### config.mk
export PLATFORM = sky130hd
export DESIGN_NAME = spi_target
export DESIGN_NICKNAME = d
export VERILOG_FILES = /design/src/rtl/spi_target.sv
export SDC_FILE = /design/constraint.sdc
export NUM_CORES = 1
export LEC_CHECK = 0
export CAP_MARGIN = 10
export CORE_AREA = 2 2 86 88
export CTS_BUF_LIST = sky130_fd_sc_hd__clkbuf_4 sky130_fd_sc_hd__clkbuf_8
export CTS_CLUSTER_DIAMETER = 60
export DETAILED_ROUTE_END_ITERATION = 8
export DIE_AREA = 0 0 88 90
export PLACE_DENSITY = 0.57
export SKIP_LAST_GASP = 1
export SYNTH_ARGS = -nofsm -noshare
export SYNTH_HDL_FRONTEND = slang
export SYNTH_SLANG_ARGS = --single-unit
### constraint.sdc
create_clock -name clk -period 1.3 [get_ports clk]
set_input_delay 0.13 -clock clk [delete_from_list [all_inputs] [get_ports clk]]
set_output_delay 0.13 -clock clk [all_outputs]
set_load 0.05 [all_outputs]
### src/rtl/spi_target.sv
// SPI mode-0 target with a one-deep TX holding register and a one-deep RX buffer.
// SCK, CS and MOSI are synchronised into clk; all protocol work happens on detected edges.
module spi_target #(
    parameter int unsigned DATA_W      = 8,
    parameter int unsigned SYNC_STAGES = 2
) (
    input  logic              clk,
    input  logic              rst,
    input  logic              spi_clk_i,
    input  logic              spi_cs_i,
    input  logic              spi_mosi_i,
    output logic              spi_miso_o,
    output logic              spi_miso_oe_o,
    input  logic [DATA_W-1:0] tx_data_i,
    input  logic              tx_valid_i,
    output logic              tx_ready_o,
    output logic [DATA_W-1:0] rx_data_o,
    output logic              rx_valid_o,
    input  logic              rx_ready_i,
    output logic [2:0]        status_o,
    input  logic              status_clr_i,
    output logic              irq_o
);
    localparam int unsigned      CNT_W    = (DATA_W > 1) ? $clog2(DATA_W) : 1;
    localparam logic [CNT_W-1:0] LAST_BIT = CNT_W'(DATA_W - 1);

    typedef enum logic {IDLE, ACTIVE} state_t;

    state_t              state;
    logic [SYNC_STAGES:0]   sck_sr;
    logic [SYNC_STAGES:0]   cs_sr;
    logic [SYNC_STAGES-1:0] mosi_sr;
    logic [CNT_W-1:0]    bit_cnt;
    logic [DATA_W-1:0]   rx_shift;
    logic [DATA_W-1:0]   tx_shift;
    logic [DATA_W-1:0]   hold_data;
    logic                hold_full;
    logic [DATA_W-1:0]   rx_data;
    logic                rx_valid;
    logic [2:0]          status;

    logic                sck_rise, sck_fall, cs_fall, cs_rise, mosi_sync;
    logic                tx_load, tx_reload, rx_read;
    logic [DATA_W-1:0]   rx_next;

    // Top bit of each SCK/CS chain is the previous synchronised sample, used for edge detection.
    assign sck_rise  =  sck_sr[SYNC_STAGES-1] & ~sck_sr[SYNC_STAGES];
    assign sck_fall  = ~sck_sr[SYNC_STAGES-1] &  sck_sr[SYNC_STAGES];
    assign cs_fall   = ~cs_sr[SYNC_STAGES-1]  &  cs_sr[SYNC_STAGES];
    assign cs_rise   =  cs_sr[SYNC_STAGES-1]  & ~cs_sr[SYNC_STAGES];
    assign mosi_sync =  mosi_sr[SYNC_STAGES-1];

    assign rx_next   = {rx_shift[DATA_W-2:0], mosi_sync};
    assign tx_load   = tx_valid_i & ~hold_full;
    assign rx_read   = rx_valid & rx_ready_i;
    // Frame start, or a falling edge that follows a completed frame, pulls the next TX byte.
    assign tx_reload = (state == IDLE) ? cs_fall : (~cs_rise & sck_fall & (bit_cnt == '0));

    assign spi_miso_o    = tx_shift[DATA_W-1];
    assign spi_miso_oe_o = (state == ACTIVE);
    assign tx_ready_o    = ~hold_full;
    assign rx_data_o     = rx_data;
    assign rx_valid_o    = rx_valid;
    assign status_o      = status;
    assign irq_o         = rx_valid | (|status);

    always_ff @(posedge clk) begin
        if (rst) begin
            state     <= IDLE;
            sck_sr    <= '0;
            cs_sr     <= '1;
            mosi_sr   <= '0;
            bit_cnt   <= '0;
            rx_shift  <= '0;
            tx_shift  <= '0;
            hold_data <= '0;
            hold_full <= 1'b0;
            rx_data   <= '0;
            rx_valid  <= 1'b0;
            status    <= '0;
        end else begin
            sck_sr  <= {sck_sr[SYNC_STAGES-1:0], spi_clk_i};
            cs_sr   <= {cs_sr[SYNC_STAGES-1:0], spi_cs_i};
            mosi_sr <= {mosi_sr[SYNC_STAGES-2+1-1:0], spi_mosi_i};

            // A load needs an empty register and a reload only empties a full one, so they never collide.
            if (tx_load) begin
                hold_data <= tx_data_i;
                hold_full <= 1'b1;
            end else if (tx_reload && hold_full) begin
                hold_full <= 1'b0;
            end

            if (rx_read) begin
                rx_valid <= 1'b0;
            end

            // Clear first so that any flag set below in the same cycle takes precedence.
            if (status_clr_i) begin
                status <= '0;
            end

            if (tx_reload) begin
                tx_shift <= hold_full ? hold_data : '0;
                if (!hold_full) begin
                    status[1] <= 1'b1;
                end
            end

            case (state)
                IDLE: begin
                    if (cs_fall) begin
                        state   <= ACTIVE;
                        bit_cnt <= '0;
                    end
                end
                ACTIVE: begin
                    if (cs_rise) begin
                        state    <= IDLE;
                        bit_cnt  <= '0;
                        rx_shift <= '0;
                        tx_shift <= '0;
                        if (bit_cnt != '0) begin
                            status[0] <= 1'b1;
                        end
                    end else if (sck_rise) begin
                        rx_shift <= rx_next;
                        if (bit_cnt == LAST_BIT) begin
                            bit_cnt <= '0;
                            if (!rx_valid || rx_read) begin
                                rx_data  <= rx_next;
                                rx_valid <= 1'b1;
                            end else begin
                                status[2] <= 1'b1;
                            end
                        end else begin
                            bit_cnt <= bit_cnt + CNT_W'(1);
                        end
                    end else if (sck_fall && bit_cnt != '0) begin
                        tx_shift <= {tx_shift[DATA_W-2:0], 1'b0};
                    end
                end
                default: state <= IDLE;
            endcase
        end
    end
endmodule

**After elaboration in Yosys (flattened, before gate mapping)**

Cells that the tools add are included.

- Bits in registers: 48

- $add $sub $neg: 1
- Equal/unequal tests: 3
- Mux-type cells: 36
- Bitwise operators: 16
- Reductions and logical operators: 12

Operator list:

| cell | count |
|---|---|
| two-way mux 8 bit | 6 |
| two-way mux 1 bit | 21 |
| two-way mux 3 bit | 5 |
| two-way mux 7 bit | 2 |
| AND 1 bit | 8 |
| inverter 1 bit | 7 |
| one-hot mux 3 bit (2 select lines) | 1 |
| AND reduction 5 bit | 1 |
| AND reduction 2 bit | 2 |
| nonzero test 2 bit | 2 |
| adder 3 x 1 -> 3 bit (second input constant) | 1 |
| == test 3 bit (second input constant) | 1 |
| logical NOT 3 bit | 1 |
| inequality test 3 x 1 -> 1 bit (second input constant) | 1 |
| nonzero test 3 bit | 1 |
| OR reduction 3 bit | 1 |
| logical AND 1 bit | 2 |
| inequality test 2 bit (second input constant) | 1 |
| one-hot mux 1 bit (2 select lines) | 1 |
| logical NOT 1 bit | 1 |
| logical OR 1 bit | 1 |
| bitwise OR 1 bit | 1 |

**Longest topological paths before layout**

Gate-level depths: netlist (run 1).

- Depth in word-level cells: 11
- Gate-level depth with buffers: 7
- Mapped depth without buffers: 6

**Least setup slack after synthesis (run 1)**

OpenSTA, ideal clock, no wires.

- Path kind: reg-to-reg
- From: reg state, in the netlist spi_miso_oe_o
- To: reg tx_shift[1]
- Arrival time: 1.743 ns
- Setup slack: -0.529 ns
- Stages on the path, launching flop included: 6
- Buffers on the path: 1
- Clock period less this slack: 1.829 ns
- Cells stage by stage: dfxtp_1 buf_6 nand3b_2 o31ai_4 a32oi_1 a221oi_2

- Cells in the longest elaborated chain, start to end: 6

Ends and longest elaborated chain:

| what | line | source |
|---|---|---|
| start: declaration | 29 | `state_t state;` |
| start signal: assignment | 69 | `state <= IDLE;` |
| start signal: assignment | 113 | `state <= ACTIVE;` |
| start signal: assignment | 119 | `state <= IDLE;` |
| two-way mux 1 bit | 57 | `assign tx_reload = (state == IDLE) ? cs_fall : (~cs_rise & sck_fall & (bit_cnt == '0));` |
| two-way mux 8 bit | 103 | `if (tx_reload) begin` |
| two-way mux 8 bit | 139 | `end else if (sck_fall && bit_cnt != '0) begin` |
| two-way mux 8 bit | 126 | `end else if (sck_rise) begin` |
| two-way mux 8 bit | 118 | `if (cs_rise) begin` |
| two-way mux 8 bit * | 110 | `case (state)` |
| end signal: assignment | 104 | `tx_shift <= hold_full ? hold_data : '0;` |
| end signal: assignment | 140 | `tx_shift <= {tx_shift[DATA_W-2:0], 1'b0};` |
| end: declaration | 35 | `logic [DATA_W-1:0] tx_shift;` |

Every way passes the cells marked *; elsewhere a longest branch is shown, timed or not.
A chain may end at the register's enable or synchronous reset.

**Worst setup path in the final report (run 1)**

- From: reg cs_sr[1]
- To: reg tx_shift[6]

- Cells in the longest elaborated chain, start to end: 10
- Elaborated cells between the ends (all ways): 12
- Those cells by class: mux: 6; bitwise: 6

Ends and longest elaborated chain:

| what | line | source |
|---|---|---|
| start: declaration | 31 | `logic [SYNC_STAGES:0] cs_sr;` |
| start signal: assignment | 83 | `cs_sr <= {cs_sr[SYNC_STAGES-1:0], spi_cs_i};` |
| AND 1 bit | 50 | `assign cs_rise = cs_sr[SYNC_STAGES-1] & ~cs_sr[SYNC_STAGES];` |
| inverter 1 bit (no line) | n/a |  |
| AND 1 bit (2 in series) | 57 |  |
| two-way mux 1 bit | 57 |  |
| two-way mux 8 bit | 103 |  |
| two-way mux 8 bit | 139 |  |
| two-way mux 8 bit | 126 |  |
| two-way mux 8 bit | 118 |  |
| two-way mux 8 bit * | 110 |  |

Marks and branches as above.

==> results of run 1 <==
## flip-flops by register name, indices dropped and copies added (netlist names), 2 cells and up
register   flops
status_o       3
cs_sr          3
tx_shift       8
sck_sr         3
hold_data      8
rx_data_o      8
bit_cnt        3
rx_shift       7
mosi_sr        2
## through the flow
step | TNS, ps | instance area, um2 | worst slack (ps) | total power [W] | std cells
detailed placement | -4188 | 2726 | -312.7 | 0.001828 | 352
CTS | -2377 | 2958 | -179.0 | 0.002923 | 366
global route | -2983 | 3075 | -242.0 | 0.003037 | 368
finish | -1498 | 3075 | -177.2 | 0.002904 | 368
floorplan | -3041 | 2069 | -262.6 | 0.001705 | 214
global placement | -3553 | 2726 | -239.4 | 0.001826 | 352
## layer usage
layer / GRT usage, % / up-vias / routed length, um
met5: 0 / - / 0
met4: 4.872 / 0 / 74
met3: 3.030 / 5 / 235
met2: 16.41 / 39 / 2018
met1: 17.07 / 805 / 2157
li1: - / 869 / -
## cells by family after synthesis
group	synth area share [%]
AO/OA/AOI/OAI	20.23
adder cells (fa/ha/maj)	1.845
buffers and inverters	4.858
flip-flops	47.23
multiplexers	3.936
AND/OR/NAND/NOR	21.90
## power by group through the flow
| stage | combinational, W | clock [W] | sequential, W |
|---|---|---|---|
| floorplan | 0.000147 | 0 | 0.00156 |
| global placement | 0.000270 | 0 | 0.00156 |
| detailed placement | 0.000272 | 0 | 0.00156 |
| CTS | 0.000290 | 0.00111 | 0.00152 |
| global route | 0.000323 | 0.00119 | 0.00153 |
| finish | 0.000299 | 0.00108 | 0.00152 |
## cell usage in the layout, fill, tap and decap left out, types with 4 or more instances in the layout
cell,count
dfxtp_1,39
nand2_1,26
buf_4,26
nand2b_1,17
buf_12,15
clkdlybuf4s50_1,14
a21oi_1,13
nor2_1,12
nor2b_1,8
mux2i_1,8
a221oi_2,8
a22oi_2,7
dfxtp_2,7
a32oi_1,6
o21ai_0,5
clkbuf_8,5
buf_6,5
nand3_1,4
## area by class of cell
type	instances	share of cell area [%]
clock inverters	3	1.383
well taps	99	4.028
flip-flops and latches	48	31.77
multi-input cells	147	36.82
clock buffers	5	2.238
inverters	4	0.6103
repair buffers	62	23.15
## path summary, 6_finish.rpt
check / start / end / slack, ps / cells after the start
worst max-delay path: cs_sr[1] / tx_shift[6] / -180 / 6
worst min-delay path: rst / rx_shift[6] / 200 / 2
worst max register to register: cs_sr[1] / tx_shift[6] / -180 / 6
worst min register to register: cs_sr[0] / cs_sr[1] / 410 / 1
## what timing repair did
action / CTS / global route
endpoints found under the setup margin: 24 / 28
pin swaps: 7 / 9
cloned: 2 / 0
buffers inserted: 4 / 2
resized for setup: 21 / 25
==> flow_summary.toml, run 1 <==
[cells_and_area]
seq_area_um2 = 977.2
multi_input_area_mm2 = 0.001132
final_nets = 287
fillers = 683
utilization_pct = 43.81
drive_gt1_share_pct = 38.66
syn_to_final_growth_pct = 51.17
num_antenna_cells = 0

[logic_synthesis]
synth_seq_cells = 48
ys_types = 33
yosys_warnings = 0
synth_most_common_cell = "dfxtp_1"
netlist.area_leader.share_pct = 47.23
synth_commonest_cells = "48 x dfxtp_1, 27 x nand2_1, 18 x nand2b_1"
syn_avg_cell_area_um2 = 9.507
ys_async_sr_fraction_pct = 0
synth_area_leader_cell = "dfxtp_1"
synth_flop_cell = "dfxtp_1"
netlist_area_mm2 = 0.002034
synth_fp_nets = 233
synth_area_leaders = "dfxtp_1 47%, nand2b_1 5.5%, a221oi_2 5.2%"
syn_inst = 214
ys_seq_area_share_pct = 47.23
synth_edf_count = 0

[timing]
skew_ps = 11.71
fmax_mhz = 677.0
fin_crit_ps = 1477
rsz0062_at_grt = "yes"
worstMarginPinSlew_ps = 333.8
post-route-period-util_pct = 113.6
setup_violations = 14
relSlewSlack_pct = 77.68
whs_ps = 195.6
finalMaxSlewViolations = 0
layout_setup_ws_ps = -177.2
hold_viol = 0

[power_and_ir_drop]
irDropWorstVdd_uv = 512.1
switching_share_pct = 23.61
clock_power_share_pct = 37.3
p_comb_share_pct = 10.3
power.leakage_nw = 1.124
p_int_w = 0.002219
powerDensity_mw_per_mm2 = 944.4
power_switching_w = 0.0006857
p_seq_share_pct = 52.4

[placement]
portBuffers = 31
place_hpwl_um = 3014
place_congestion = 0.7385

[setup_path]
cp.required_ps = 1520
critical_path.top_delay_family = "compound AO/OA/AOI/OAI gates"
crit_buf_inv = 2
endpoint_kind = "flip-flop"
cp_slowest_cell = "dfxtp_2"
arrival_ps = 1700
critPathMaxStageDelay_ps = 340
crit_top_cell = "buf_6"
startpoint_type = "flip-flop"
path_class = "flip-flop to flip-flop"
crit_path_cell_trace = "nor2b_4, buf_6, o31ai_4, buf_6, a32oi_1, a221oi_2"
cp_max_fo = 5

[route]
ant_nets = 0
drc_errors = 0
vias = 1718
firstDrtPassIters = 4
drt-total-wl_um = 4485
viasPerCell = 4.668
drt_iter0_markers = 110
detail_route.wl_per_cell_um = 12.19

[run]
maxCapViolCount = 0

[clock_tree]
cts_hold_buf = 0
cts_tree = "yes"
clock_latency_ps = 310
clk_pin_slew_ps = 100
cts_root_buf = "clkbuf_8"
htreeDepth = 2
clockBufferDepth = 2
numCtsBuffers = 5
clock_sinks = 48

[status]
violations = "negative setup slack"
status = "complete, but fails checks"

[floorplan]
core_area_mm2 = 0.007020
num_rows = 31
chipWidth_um = 88
initial_core_util_pct = 28.98
die_h_um = 90
design.portCount = 32
die_area_mm2 = 0.007920

[global_route]
grt_pass1_wl_um = 7486
grt_pass1_vias = 1555
grt_max_degree = 26
track_usage_pct = 11.79
grt.overflow.total = 0
antenna_found_initial = 0

[hold_path]
hold_class = "primary input to flip-flop"
Power figures use the tool's default switching activity.
==> inputs of run 2 (changes only) <==
--- a/config.mk
+++ b/config.mk
@@ -5,13 +5,14 @@
 export SDC_FILE = /design/constraint.sdc
 export NUM_CORES = 1
 export LEC_CHECK = 0
+export ABC_AREA = 1
 export CAP_MARGIN = 10
-export CORE_AREA = 2 2 86 88
+export CORE_AREA = 2 2 84 86
 export CTS_BUF_LIST = sky130_fd_sc_hd__clkbuf_4 sky130_fd_sc_hd__clkbuf_8
 export CTS_CLUSTER_DIAMETER = 60
 export DETAILED_ROUTE_END_ITERATION = 8
-export DIE_AREA = 0 0 88 90
-export PLACE_DENSITY = 0.57
+export DIE_AREA = 0 0 86 88
+export PLACE_DENSITY = 0.58
 export SKIP_LAST_GASP = 1
 export SYNTH_ARGS = -nofsm -noshare
 export SYNTH_HDL_FRONTEND = slang
==> flow_summary.toml, run 2 <==
[clock_tree]
clockBufferDepth = 2
htreeDepth = 2
cts_root_buf = "clkbuf_8"
clk_pin_slew_ps = 90
numCtsBuffers = 5
clock_sinks = 48
cts_tree = "yes"
clock_latency_ps = 300

[logic_synthesis]
synth_commonest_cells = "76 x nand2_1, 52 x nor2_1, 48 x dfxtp_1"
ys_types = 21
ys_seq_area_share_pct = 49.48
muxShareOfSynthArea_pct = 0
syn_inst = 271
yosys_warnings = 0
netlist.area_leader.share_pct = 49.48
ys_async_sr_fraction_pct = 0
synth_top_family_by_area = "simple AND/OR/NAND/NOR gates"
synth_compound_area_share_pct = 9.343
synth-adder-area-share_pct = 1.933
synth_area_leader_cell = "dfxtp_1"
synth_most_common_cell = "nand2_1"
yosys.area_share.simple_pct = 32.41
synth_xor_area_share_pct = 0
synth_edf_count = 0
synth_area_leaders = "dfxtp_1 49%, nand2_1 15%, nor2_1 10%"
netlist_area_mm2 = 0.001942
synth_fp_nets = 290
syn_avg_cell_area_um2 = 7.166
synth_flop_cell = "dfxtp_1"
synth_seq_cells = 48

[route]
vias = 1756
drc_errors = 0
wl_met3_um = 113
ant_nets = 0
drt-total-wl_um = 4080
met2_length_um = 1938
routed.top_layer = "met4"
drt_iter0_markers = 61
viasPerCell = 4.401
detail_route.wl_per_cell_um = 10.23
wirelength_met1_um = 1964
firstDrtPassIters = 4

[timing]
rsz0062_at_grt = "yes"
worstMarginPinSlew_ps = 321.1
hold_viol = 0
whs_ps = 339.1
layout_setup_ws_ps = -8.008
finalMaxSlewViolations = 0
fmax_mhz = 764.5
skew_ps = 2.654
setup_violations = 7
post-route-period-util_pct = 100.6
relSlewSlack_pct = 78.37
fin_crit_ps = 1308

[cells_and_area]
drive_gt1_share_pct = 23.20
final_common_cell = "nand2_1"
num_antenna_cells = 0
fillers = 676
seq_area_um2 = 965.9
syn_to_final_growth_pct = 42.27
final_cell_mix = "70 x nand2_1, 49 x nor2_1, 44 x dfxtp_1"
final_nets = 337
multi_input_area_um2 = 949.7
postLayoutCellArea_mm2 = 0.002763

[status]
violations = "negative setup slack"
status = "complete, but fails checks"

[setup_path]
path_class = "flip-flop to flip-flop"
cp_max_fo = 6
endpoint_kind = "flip-flop"
r2r_cells = 11
crit_start = "bit_cnt[0]"
r2r-start = "bit_cnt[0]"
startpoint_type = "flip-flop"
cp.required_ps = 1500
arrival_ps = 1510

[placement]
portBuffers = 31
place_hpwl_um = 2893
placed_area_mm2 = 0.002549
place_congestion = 0.7117

[floorplan]
chipWidth_um = 86
design.portCount = 32
core_area_mm2 = 0.006644
die_area_mm2 = 0.007568
die_h_um = 88
initial_core_util_pct = 29.23
num_rows = 30

[power_and_ir_drop]
switching_share_pct = 24.76
power.leakage_nw = 1.214
p_seq_share_pct = 55.9
p_total_w = 0.002755
powerDensity_mw_per_mm2 = 997.1
p_comb_share_pct = 10.6
power_switching_w = 0.0006821
clock_power_share_pct = 33.5
irDropWorstVdd_uv = 369.4
p_int_w = 0.002073

[global_route]
track_usage_pct = 11.17
antenna_found_initial = 0
grt_pass1_wl_um = 6748
grt_max_degree = 21
grt_pass1_vias = 1530
grt.overflow.total = 0

[run]
maxCapViolCount = 0

[hold_path]
hp-start = "spi_clk_i"
whs_path_depth = 3
hold_class = "primary input to flip-flop"
-- run 2: path summary, 6_finish.rpt --
kind,slack (ps),endpoint
setup / recovery,-8,tx_shift[3]
hold / removal,340,sck_sr[0]
setup reg to reg,-8,tx_shift[3]
hold reg to reg,410,mosi_sr[1]
-- run 2: through the flow --
step | utilization (%) | setup slack (ps) | setup TNS, ps | instances
after CTS | 41.00 | -22.30 | -195.5 | 399
after floorplan | - | 27.73 | 0 | 271
after global routing | 41.58 | -122.7 | -1647 | 399
final | 41.58 | -8.008 | -35.00 | 399
after detailed placement | 38.36 | -140.0 | -1360 | 386
after global placement | 38.36 | -151.2 | -1102 | 386
-- run 2: per-layer routing --
metal / track usage, % / up-vias
li1: - / 933
met1: 14.54 / 798
met2: 17.97 / 19
met3: 2.922 / 6
met4: 3.896 / 0
met5: 0 / -
-- run 2: cells by family after synthesis --
group           Yosys count
simple gates            150
flops                    48
compound gates           35
buf+inv                  35
fa+ha+maj                 3
-- run 2: final cells by class --
cell class / instances / share of cell area (%)
flip-flops and latches: 48 / 34.96
repair buffers: 42 / 19.11
well taps: 80 / 3.623
clock inverters: 2 / 0.5435
multi-input cells: 191 / 34.38
inverters: 30 / 4.393
clock buffers: 6 / 2.989
-- run 2: what timing repair did --
| action | 4_1_cts | 5_1_grt |
|---|---|---|
| endpoints found under the hold margin | 0 | 0 |
| pin swaps | 2 | 8 |
| gates cloned | 3 | 0 |
| hold buffers | 0 | 0 |
| resized for setup | 22 | 13 |
| endpoints found under the setup margin | 17 | 21 |
| setup buffers | 2 | 0 |
-- run 2: power by group through the flow --
stage               registers, W  clock network [W]  logic [W]
floorplan                0.00157                  0   0.000155
finish                   0.00154           0.000922   0.000292
CTS                      0.00154           0.000952   0.000282
global route             0.00155            0.00101   0.000329
detailed placement       0.00157                  0   0.000269
global placement         0.00157                  0   0.000267
-- run 2: worst max-delay path, stage by stage (launching register included) --
cell and delay (ps):
dfxtp_2 350, inv_2 70, ha_4 130, inv_2 30, nor2_2 100, nand2_2 90, nand2_4 130, nand2_4 90
nand2_2 90, nand2_2 50, nand2_2 40, nand2_1 50
==> RTL edit 1, RTL diff (flow settings as in run 1) <==
The parameter `DATA_W` goes from 8 to 4.
--- a/src/rtl/spi_target.sv
+++ b/src/rtl/spi_target.sv
@@ -1,7 +1,7 @@
 // SPI mode-0 target with a one-deep TX holding register and a one-deep RX buffer.
 // SCK, CS and MOSI are synchronised into clk; all protocol work happens on detected edges.
 module spi_target #(
-    parameter int unsigned DATA_W      = 8,
+    parameter int unsigned DATA_W      = 4,
     parameter int unsigned SYNC_STAGES = 2
 ) (
     input  logic              clk,
Interface: changed (resized rx_data_o and tx_data_i); port bits go from 32 to 24. The function was not compared with the original's and may differ.
==> RTL edit 1 against run 1 <==
The run still ends with setup timing left. Register-to-register slack gained 170 ps. Via count shrank 41%. Core utilization shrank 15 points. Synthesized cell count shrank 40%. Sequential share of layout area shrank 0.85 points. Clock power shrank 34%. Worst setup slack gained 53 ps. Sequential cell count shrank 17. Routed wire length shrank 41%. Area after synthesis shrank 39%. Highest routed layer unchanged. Power shrank 33%. Cell area shrank 34%.
==> RTL edit 1: results (changes against run 1) <==
- Starting DRC count in detailed routing: 27 (-75%)
- Max VDD drop: 571.5 µV (+12%)
- Final setup violation count: 3 (-11)
- Clock slew at reported path FFs: 70 ps (-30 ps)
- Vias in the first global route: 969 (-38%)
- First-pass GRT wire length: 4291 µm (-43%)
- HPWL after DPL: 1952 µm (-35%)
- Routed Wire Length: 2660 µm (-41%)
- Pin count of the biggest net entering global routing: 11 (-58%)
- Worst Path Arrival: 1290 ps (-410 ps)
- Fillers: 754 (+10%)
- Failing checks: setup timing
- Post-synth top cells: dfxtp_1, nor2_1, mux2i_1
- Fin Setup TNS: -137.1 ps (+1361 ps)
- Slew Limit Headroom: 79.18% (+1.5 points)
- M1 GR Usage: 8.759% (-8.3 points)
- Global Route Usage Sum: 6.825% (-5.0 points)
- I/O Buffers: 23 (-26%)
- Layout cells sized above 1: 41.71% (+3.1 points)
- Psw: 0.4705 mW (-31%)
- Clock latency on the worst-skew pair: 280 ps (-30 ps)
- Leak pwr: 0.8308 nW (-26%)
- Post-CTS setup buffer count: 3 (-1)
- Skew final: 7.864 ps (-3.843 ps)
- Outcome: complete, but fails checks
- Worst slack at placement: -94.80 ps (+217.9 ps)
- Hold WC Path Type: input pin to flop
- FF-to-FF Start: bit_cnt[1]
- Critical path origin: status_o[2]
- Met3 GRT Util: 2.755% (-0.28 points)
- R2R Setup Slk: -10 ps (+170 ps)
- Setup WS post-layout: -123.8 ps (+53.35 ps)
- Reg2reg end: tx_shift[2]
- Crit path max fanout: 2 (-3)
- Critical Path End: irq_o
- Fin Hold WS: 404.8 ps (+209.2 ps)
- Area contributors post-synth: dfxtp_1, mux2i_1, nor2_1
- Start point of the worst min-delay path: spi_mosi_i
- Global placer's final weighted congestion: 0.7729 (+4.7%)
- Yosys warnings: 0 (unchanged)
- Sequential area share after synthesis: 50.30% (+3.1 points)
- Layout Nets: 188 (-34%)
- Vias after detailed routing: 1007 (-41%)
- WHS Endpoint: mosi_sr[0]
- GR Util met2: 10.48% (-5.9 points)
- Net Count, Synth: 142 (-39%)
- Number of gates resized after cts: 8 (-62%)
## RTL edit 1: changes by cell type after synthesis, sizes merged, moves of 5 or more
cell / run 1 / this run
a221oi: 8 / 0
buf: 7 / 1
inv: 4 / 9
clkbuf: 9 / 4
a32oi: 9 / 1
dfxtp: 48 / 31
a21oi: 14 / 5
o21ai: 8 / 3
a22oi: 8 / 3
nand2: 27 / 7
nand2b: 18 / 4
## RTL edit 1: per-layer routing
layer | wire length [µm] | vias up
met5 | 0 | -
met4 | 9 | 0
met3 | 118 | 2
met2 | 1216 | 19
met1 | 1315 | 466
li1 | - | 520
## RTL edit 1: logic make-up after synthesis
logic type	count (synthesis)	share of synthesized area, %
and+or+nand+nor	49	21.20
DFF	31	50.30
buffers and inverters	14	4.360
AOI/OAI and AO/OA	19	10.95
muxes	13	11.16
adders and majority gates	2	2.028
## RTL edit 1: critical path, stage by stage, from the launching register on
cell,delay [ps]
dfxtp_1,310
or4_4,530
buf_8,170
## RTL edit 1: power by group through the flow
stage               combinational, mW  clock [mW]  sequential, mW
floorplan                      0.0977           0            1.02
global placement                0.210           0            1.01
detailed placement              0.210           0            1.01
CTS                             0.216       0.741           0.993
global route                    0.241       0.789           0.999
finish                          0.223       0.717           0.997
## RTL edit 1: cell type report
class	count	share of cell area [%]
multi-input combinational	83	31.84
sequential	31	30.92
timing repair buffer	44	25.41
tap	99	6.062
clock buffer	5	3.368
inverter	9	1.653
clock inverter	3	0.7348
## RTL edit 1: stage by stage
stage	cells	cell area, µm²	utilization (%)
floorplan	128	1281	-
global placement	262	1857	26.45
detailed placement	262	1857	26.45
CTS	273	1986	28.28
global route	274	2043	29.10
finish	274	2043	29.10
==> RTL edit 2, RTL diff (flow settings as in run 1) <==
Without the edit above. Reset style: asynchronous (`rst`), changed in one clocked block.
--- a/src/rtl/spi_target.sv
+++ b/src/rtl/spi_target.sv
@@ -64,7 +64,7 @@
     assign status_o      = status;
     assign irq_o         = rx_valid | (|status);
 
-    always_ff @(posedge clk) begin
+    always_ff @(posedge clk or posedge rst) begin
         if (rst) begin
             state     <= IDLE;
             sck_sr    <= '0;
Formal check against the unedited RTL: differs if rst is asserted again (counterexample within 4 cycles, from zero or initial values and one cycle with rst high); with rst held inactive, the same outputs for 10 cycles.
==> RTL edit 2 against run 1 <==
Count of clock-buffer cells in the layout increased by 1. Sequential cell count unchanged. Cell area decreased by 0.20%. Synthesized cell count decreased by 32%. Final cell count decreased by 14%. The run still ends with setup timing left. Global-route usage decreased by 1.4 points. Routed wire length decreased by 12%. Worst setup slack got worse by 92 ps. Sequential share of layout area increased by 7.6 points. Area after synthesis decreased by 2.3%. Critical path depth increased by 1. First-iteration DRC count decreased by 46%.
Power is not compared: it rests on default switching activity, and its combinational part moved more than twofold at a synthesized area within 25%.
==> RTL edit 2: results (changes against run 1) <==
- Post-synth top cells: dfrtp_1, mux2_2, a22o_1, o2bb2ai_1
- WL per Instance: 12.55 µm (+3.0%)
- Placed insts: 300 (-15%)
- Failing checks: setup timing
- Vias after detailed routing: 1402 (-18%)
- Yosys warnings: 0 (unchanged)
- Post-synth ARST share: 100.0% (+100 points)
- Pin count of the biggest net entering global routing: 49 (+88%)
- Clock latency on the worst-skew pair: ~300 ps
- Setup WS post-layout: -268.8 ps (-91.65 ps)
- Starting DRC count in detailed routing: 59 (-46%)
- Layout Nets: 234 (-18%)
- Critical Path End: tx_shift[6]
- Global placer's final weighted congestion: 0.8388 (+14%)
- Fin Setup TNS: -4666 ps (-3168 ps)
- Measured slew at the worst slew-check pin: 259.9 ps (-73.85 ps)
- Layout cells sized above 1: 48.15% (+9.5 points)
- Hold WC Path Type: input pin to asynchronous set/reset pin
- Skew final: 8.678 ps (-3.028 ps)
- Final setup violation count: 32 (+18)
- Crit path max fanout: 11 (+6)
- Sequential area share after synthesis: 60.64% (+13 points)
- CTS Buffer Depth: 2 (unchanged)
- First-pass GRT wire length: 6596 µm (-12%)
- Via-to-Cell Ratio: 4.451 (-4.7%)
- Syn Area/Cell: 13.70 µm² (+44%)
- Cells on worst reg2reg path: 7 (+1)
- Area contributors post-synth: dfrtp_1, mux2_2, dfstp_2
- Worst slack at placement: -234.3 ps (+78.39 ps)
- Outcome: complete, but fails checks
- CTS Sinks: 48 (unchanged)
- Initial antenna violation count: 0 (unchanged)
- Leak pwr: 1.384 nW
- Net Count, Synth: 164 (-30%)
- TritonCTS Buffers: 5 (unchanged)
- HPWL after DPL: 2627 µm (-13%)
- Worst Path Arrival: 1740 ps (+40 ps)
- I/O Buffers: 31 (unchanged)
- FF-to-FF Start: bit_cnt[1]
- Max VDD drop: slightly below 500 µV
- Cell variety after synth: 35 (+6.1%)
- Primary FF master, synth: dfrtp_1
- Clock slew at reported path FFs: 90 ps
- Global Route Usage Sum: 10.40% (-1.4 points)
- Placed Area: 2806 µm² (+2.9%)
-- RTL edit 2: cells by family (layout without fill, tap and decap cells) --
family	after synthesis	count (layout)	synth area share (%)
fa+ha+maj	3	3	1.889
simple gates	33	33	10.64
compound gates	29	29	11.52
flops	48	48	60.64
mux	23	23	12.78
buf+inv	9	80	2.518
-- RTL edit 2: worst max-delay path, stage by stage (launching register included) --
cell       delay (ps)
dfrtp_1           420
inv_1              70
ha_1              150
nand4bb_1         130
a22oi_2           210
buf_12            180
mux2i_1           200
o2bb2ai_1          90
-- RTL edit 2: final cells by class --
class	count	area, µm²
inverter	5	18.77
clock inverter	2	15.01
timing repair buffer	67	783.3
tap	99	123.9
sequential	48	1210
multi-input combinational	88	835.8
clock buffer	6	82.58
fill	644	3951
-- RTL edit 2: worst min-delay path by stage --
| stage | endpoint | slack [ps] | depth (start not counted) |
|---|---|---|---|
| 6_report | rx_valid_o | 190 | 3 |
| 5_1_grt | tx_shift[4] | 210 | 3 |
| 4_1_cts | tx_shift[4] | 190 | 3 |
| 3_5_place_dp | sck_sr[1] | 340 | 0 |
| 3_3_place_gp | mosi_sr[1] | 340 | 0 |
| 2_1_floorplan | cs_sr[0] | 130 | 0 |
-- RTL edit 2: what timing repair did --
action	in CTS	in global routing
setup buffers	6	1
pin swaps	2	3
resized for setup	12	20
endpoints found under the setup margin	32	34
-- RTL edit 2: power by group --
part	leakage (nW)	switching [mW]	total (mW)	internal (mW)
registers	0.606	0.218	2.06	1.85
clock network	0.0434	0.507	0.938	0.431
logic	0.734	0.836	1.84	1.01
total	1.38	1.56	4.84	3.28
-- RTL edit 2: routing by layer --
layer,GRT usage (%),vias up,share of wire (%)
met5,0,-,0
met4,4.231,0,1.7
met3,2.112,6,3.0
met2,15.34,22,48
met1,14.79,718,48
li1,-,656,-
